### config.mk
export PLATFORM = sky130hd
export DESIGN_NAME = sum_decode_serial
export DESIGN_NICKNAME = d
export VERILOG_FILES = /design/src/rtl/sum_decode_pkg.sv /design/src/rtl/fsub_cell.sv /design/src/rtl/sum_decode_serial.sv
export SDC_FILE = /design/constraint.sdc
export NUM_CORES = 1
export LEC_CHECK = 0
export ABC_AREA = 1
export BUFFER_PORTS_ARGS = -buffer_cell sky130_fd_sc_hd__buf_2
export CELL_PAD_IN_SITES_DETAIL_PLACEMENT = 1
export CELL_PAD_IN_SITES_GLOBAL_PLACEMENT = 2
export CORE_ASPECT_RATIO = 1.5
export CORE_MARGIN = 1.5
export CORE_UTILIZATION = 29
export DETAILED_ROUTE_END_ITERATION = 12
export GPL_TIMING_DRIVEN = 0
export PLACE_DENSITY = 0.81
export SLEW_MARGIN = 20
export SYNTH_ARGS = -nofsm -noshare
export SYNTH_HDL_FRONTEND = slang
export SYNTH_HIERARCHICAL = 1
export SYNTH_SLANG_ARGS = --single-unit
### constraint.sdc
create_clock -name clk -period 2.7 [get_ports clk]
set_clock_uncertainty 0.1 [all_clocks]
set_input_delay 0 -clock clk [delete_from_list [all_inputs] [get_ports clk]]
set_output_delay 0 -clock clk [all_outputs]
set_load 0.05 [all_outputs]
### src/rtl/sum_decode_pkg.sv
// Shared types for the serial sum decoder: FSM state encoding and counter sizing.
// No logic of its own; imported by the decoder top.
package sum_decode_pkg;

    typedef enum logic [1:0] {
        IDLE = 2'd0,
        RUN  = 2'd1,
        HOLD = 2'd2
    } state_e;

    // Bit counter must reach WIDTH without wrapping, hence WIDTH+1 distinct values.
    function automatic int unsigned cnt_width(input int unsigned w);
        return $clog2(w + 1);
    endfunction

endpackage

### src/rtl/fsub_cell.sv
// 1-bit full subtractor: d = s - a - bin, bout set when the bit underflows.
// Purely combinational, no latency, no flow control.
module fsub_cell (
    input  logic s,
    input  logic a,
    input  logic bin,
    output logic d,
    output logic bout
);

    assign d    = s ^ a ^ bin;
    assign bout = (~s & a) | (~(s ^ a) & bin);

endmodule

### src/rtl/sum_decode_serial.sv
// Serial sum decoder: recovers opb = sum - opa one bit per cycle, LSB first; result valid WIDTH+1 cycles after accept.
// in_ready only while idle; the result is held stable until out_ready, so one job per WIDTH+2 cycles at best.
module sum_decode_serial
    import sum_decode_pkg::*;
#(
    parameter int WIDTH = 8
) (
    input  logic             clk,
    input  logic             rst_n,
    input  logic             in_valid,
    output logic             in_ready,
    input  logic [WIDTH:0]   sum_i,
    input  logic [WIDTH-1:0] opa_i,
    output logic             out_valid,
    input  logic             out_ready,
    output logic [WIDTH-1:0] opb_o,
    output logic             err_o
);

    localparam int CW = cnt_width(WIDTH);

    state_e           state_q, state_d;
    logic [WIDTH:0]   sum_q, sum_d;
    logic [WIDTH-1:0] opa_q, opa_d;
    logic [WIDTH-1:0] opb_q, opb_d;
    logic             err_q, err_d;
    logic             bor_q, bor_d;
    logic [CW-1:0]    cnt_q, cnt_d;
    logic             in_rdy_q, in_rdy_d;
    logic             out_vld_q, out_vld_d;

    logic             s_bit;
    logic             a_bit;
    logic             d_bit;
    logic             bout;

    // Mux the current bit out of the captured operands; the operands themselves never shift.
    always_comb begin
        s_bit = 1'b0;
        a_bit = 1'b0;
        for (int i = 0; i < WIDTH; i++) begin
            if (cnt_q == CW'(i)) begin
                s_bit = sum_q[i];
                a_bit = opa_q[i];
            end
        end
    end

    fsub_cell u_fsub (
        .s    (s_bit),
        .a    (a_bit),
        .bin  (bor_q),
        .d    (d_bit),
        .bout (bout)
    );

    always_comb begin
        state_d = state_q;
        sum_d   = sum_q;
        opa_d   = opa_q;
        opb_d   = opb_q;
        err_d   = err_q;
        bor_d   = bor_q;
        cnt_d   = cnt_q;

        case (state_q)
            IDLE: begin
                if (in_valid) begin
                    sum_d   = sum_i;
                    opa_d   = opa_i;
                    bor_d   = 1'b0;
                    cnt_d   = '0;
                    state_d = RUN;
                end
            end
            RUN: begin
                opb_d = {d_bit, opb_q[WIDTH-1:1]};
                bor_d = bout;
                cnt_d = cnt_q + CW'(1);
                if (cnt_q == CW'(WIDTH - 1)) begin
                    // Carry-out and final borrow disagree exactly when sum - opa leaves 0..2^WIDTH-1.
                    err_d   = sum_q[WIDTH] ^ bout;
                    state_d = HOLD;
                end
            end
            HOLD: begin
                if (out_ready) begin
                    state_d = IDLE;
                end
            end
            default: begin
                state_d = IDLE;
            end
        endcase

        in_rdy_d  = (state_d == IDLE);
        out_vld_d = (state_d == HOLD);
    end

    always_ff @(posedge clk) begin
        if (!rst_n) begin
            state_q   <= IDLE;
            sum_q     <= '0;
            opa_q     <= '0;
            opb_q     <= '0;
            err_q     <= 1'b0;
            bor_q     <= 1'b0;
            cnt_q     <= '0;
            in_rdy_q  <= 1'b1;
            out_vld_q <= 1'b0;
        end else begin
            state_q   <= state_d;
            sum_q     <= sum_d;
            opa_q     <= opa_d;
            opb_q     <= opb_d;
            err_q     <= err_d;
            bor_q     <= bor_d;
            cnt_q     <= cnt_d;
            in_rdy_q  <= in_rdy_d;
            out_vld_q <= out_vld_d;
        end
    end

    assign in_ready  = in_rdy_q;
    assign out_valid = out_vld_q;
    assign opb_o     = opb_q;
    assign err_o     = err_q;

endmodule

==> impl_results.md <==
* TritonCTS Sinks at 35
* Number of global-route vias before repair at approximately 1600
* Hold Path Depth at 3
* CTS tree: done
* Outcome: finished, final reports clean
* Max-slew violation count at 0
* Startpoint Class: flop
* Setup Fix Bufs, Post-CTS at 0
* Hold Path End: sum_q[2]
* Largest net degree at the start of global routing at 11
* DR vias/cell at 4.529
* Top-area cell type share of the netlist area at 0.4498
* Asr flop ratio synth at 0
* Post-placement cell area at 0.001793 mm2
* Global route total overflow at 0
* Synth Warn # at 6
* Post-route ant nets at 0
* I/O pin count at 32
* Synth Instances at 216
* First DRT Iteration DRCs at 14
* Critical path arrival at 2560 ps
* Routed WL at about 4100 um
* Layout area overhead at 33.09%
* Top post-synthesis cells by area: dfxtp_1, nor2_1, o21ai_0
* Most frequent cell after synthesis: nor2_1
* Die area at 0.005829 mm2
* Fmax at around 410 MHz
* Worst r2r src: cnt_q[0]
* TritonCTS Buffers at 5
* Worst r2r dst: err_o
* Reg2reg path depth at 12
* Top cell type by total area after synthesis: dfxtp_1
* # resized after CTS at 0
* Root buf cell: clkbuf_8
* Max-cap violations at 0
* Hold Crit Start: rst_n
* Port-buffer cells at 30
* Htree depth at 2
* Post-Syn Nets at 242
* Num rows at 32
* Final-report setup violation count at 0
* Commonest cells post-synth: nor2_1, dfxtp_1, nand2_1
* Crit path max fanout at 6
* Share of cells above drive strength 1 at 0.1765
* Fin crit share at 0.9073
* Sequential element share of the synthesized area at 0.4498
* Antenna Cells at 0
* Wire per inst at 12.18 um
* GRT Overall Usage at 0.1555
* Worst VDD drop at 0.3013 mV
* Longest Clk Path Bufs at 2
* Fin Setup TNS at 0 ps
* Final Hold Viols at 0
* Core region area at 0.005165 mm2
* Reg2Reg Setup Slack at 250 ps
* CP required at 2810 ps
* Mapped Area at 0.001558 mm2
* Finished Cell Area at 0.002073 mm2
* Pleak at approximately 0.95 nW
* Die H at a little over 90 um
* # DRC at 0
* Filler instances at 669
* RSZ-0062 raised after global routing: no
* Starting Density at 0.3016
* HPWL Detailed at 3086 um
* Pre-antenna DRT Iters at 4
* Final GP Congestion at between 0.7 and 0.8
* Clock transition at the registers of the reported paths at 70 ps
* Die width at 62.84 um
* Primary FF master, synth: dfxtp_1
* Power Dens Cells at about 580 mW/mm2
* Vias at 1540
* Hold_buf cts at 18
* Yosys reg bits at 35
* Clk_lat worst skew at ~290 ps
* Clock period minus worst slack at about 2400 ps
* Hold Path Class: input port to flop
* Crit end category: flop
* Actual slew at the worst max-slew pin at 468.5 ps
* NumNets Final at 297
* First-pass GRT wire length at between 6000 and 7000 um
* Critical path type: flop to flop
* Synth cell types at 23
* Relative slew slack at 0.6877
* Number of synthesized flops with an enable pin at 0
* Antenna violations before repair at 0
* Avg Cell Area, Syn at around 7.2 um2
[critical path, stage by stage, from the launching register on]
cell      delay [ps]
dfxtp_1          430
ha_1             280
nand2_1           90
nor2_1           210
inv_2            110
nand2_1           80
inv_1             40
a21oi_1          140
inv_1             80
fa_1             410
inv_1            110
xnor2_1           80
a211oi_2         200
[per-stage QoR]
step           power, mW    util  worst slack [ps]  hold WS, ps  std cells
3_3_place_gp      0.7890  0.3471             281.6        156.9        314
4_1_cts            1.235  0.4014             204.4        23.49        340
5_1_grt            1.281  0.4014             7.327        60.59        340
3_5_place_dp      0.7932  0.3471             245.4        163.1        314
2_1_floorplan     0.7291       -             565.5        66.68        216
6_report           1.213  0.4014             250.3        18.62        340
[power by group]
part | total, mW | internal (mW) | switching [mW]
registers | 0.578 | 0.554 | 0.0240
clock network | 0.417 | 0.233 | 0.184
logic | 0.218 | 0.0797 | 0.138
[registers in the layout (all words and copies together) (netlist names)]
register and flops:
cnt_q 4, opa_q 8, state_q 2, in_ready 1
bor_q 1, opb_o 8, err_o 1, sum_q 9
out_valid 1
[how the worst max path moves through the flow]
stage	endpoint	from
CTS	err_o	cnt_q[0]
detailed placement	err_o	cnt_q[0]
floorplan	err_o	cnt_q[0]
global route	err_o	cnt_q[0]
global placement	err_o	cnt_q[0]
finish	err_o	cnt_q[0]
[logic make-up (layout without fill, tap and decap cells)]
kind of cell,count (synthesis),in the layout,synth area share
buffers and inverters,29,85,0.07149
AOI/OAI and AO/OA,40,40,0.1414
adders and majority gates,5,5,0.04498
and+or+nand+nor,106,106,0.2868
DFF,35,35,0.4498
xor gates and xnor gates,1,1,0.005624
[per-layer routing]
| layer | vias to the layer above | track usage | wire, um |
|---|---|---|---|
| li1 | 797 | - | - |
| met1 | 725 | 0.1462 | 1588 |
| met2 | 12 | 0.3172 | 2381 |
| met3 | 6 | 0.02916 | 84 |
| met4 | 0 | 0.06667 | 87 |
| met5 | - | 0 | 0 |
[placed cells by master, fill, tap and decap left out, drive strengths merged]
cell	synthesis	layout
inv	22	22
a211oi	1	1
nand2	31	31
o21a	2	2
clkbuf	5	13
buf	2	32
dfxtp	35	35
nand4	3	3
a221oi	1	1
ha	4	4
dlygate4sd3	0	18
nand3	10	10
a21oi	7	7
xnor2	1	1
o21ai	29	29
nor3	1	1
nor2	61	61
fa	1	1
[layout make-up]
cell class,count,area (um2),share of cell area
Tap cell,68,85.08,0.04104
Multi-Input combinational cell,152,745.7,0.3597
Buffer,7,28.78,0.01388
Clock buffer,8,100.1,0.04828
Inverter,22,82.58,0.03983
Sequential cell,35,700.7,0.3380
Timing Repair Buffer,48,330.3,0.1593
Power figures use the tool's default switching activity.
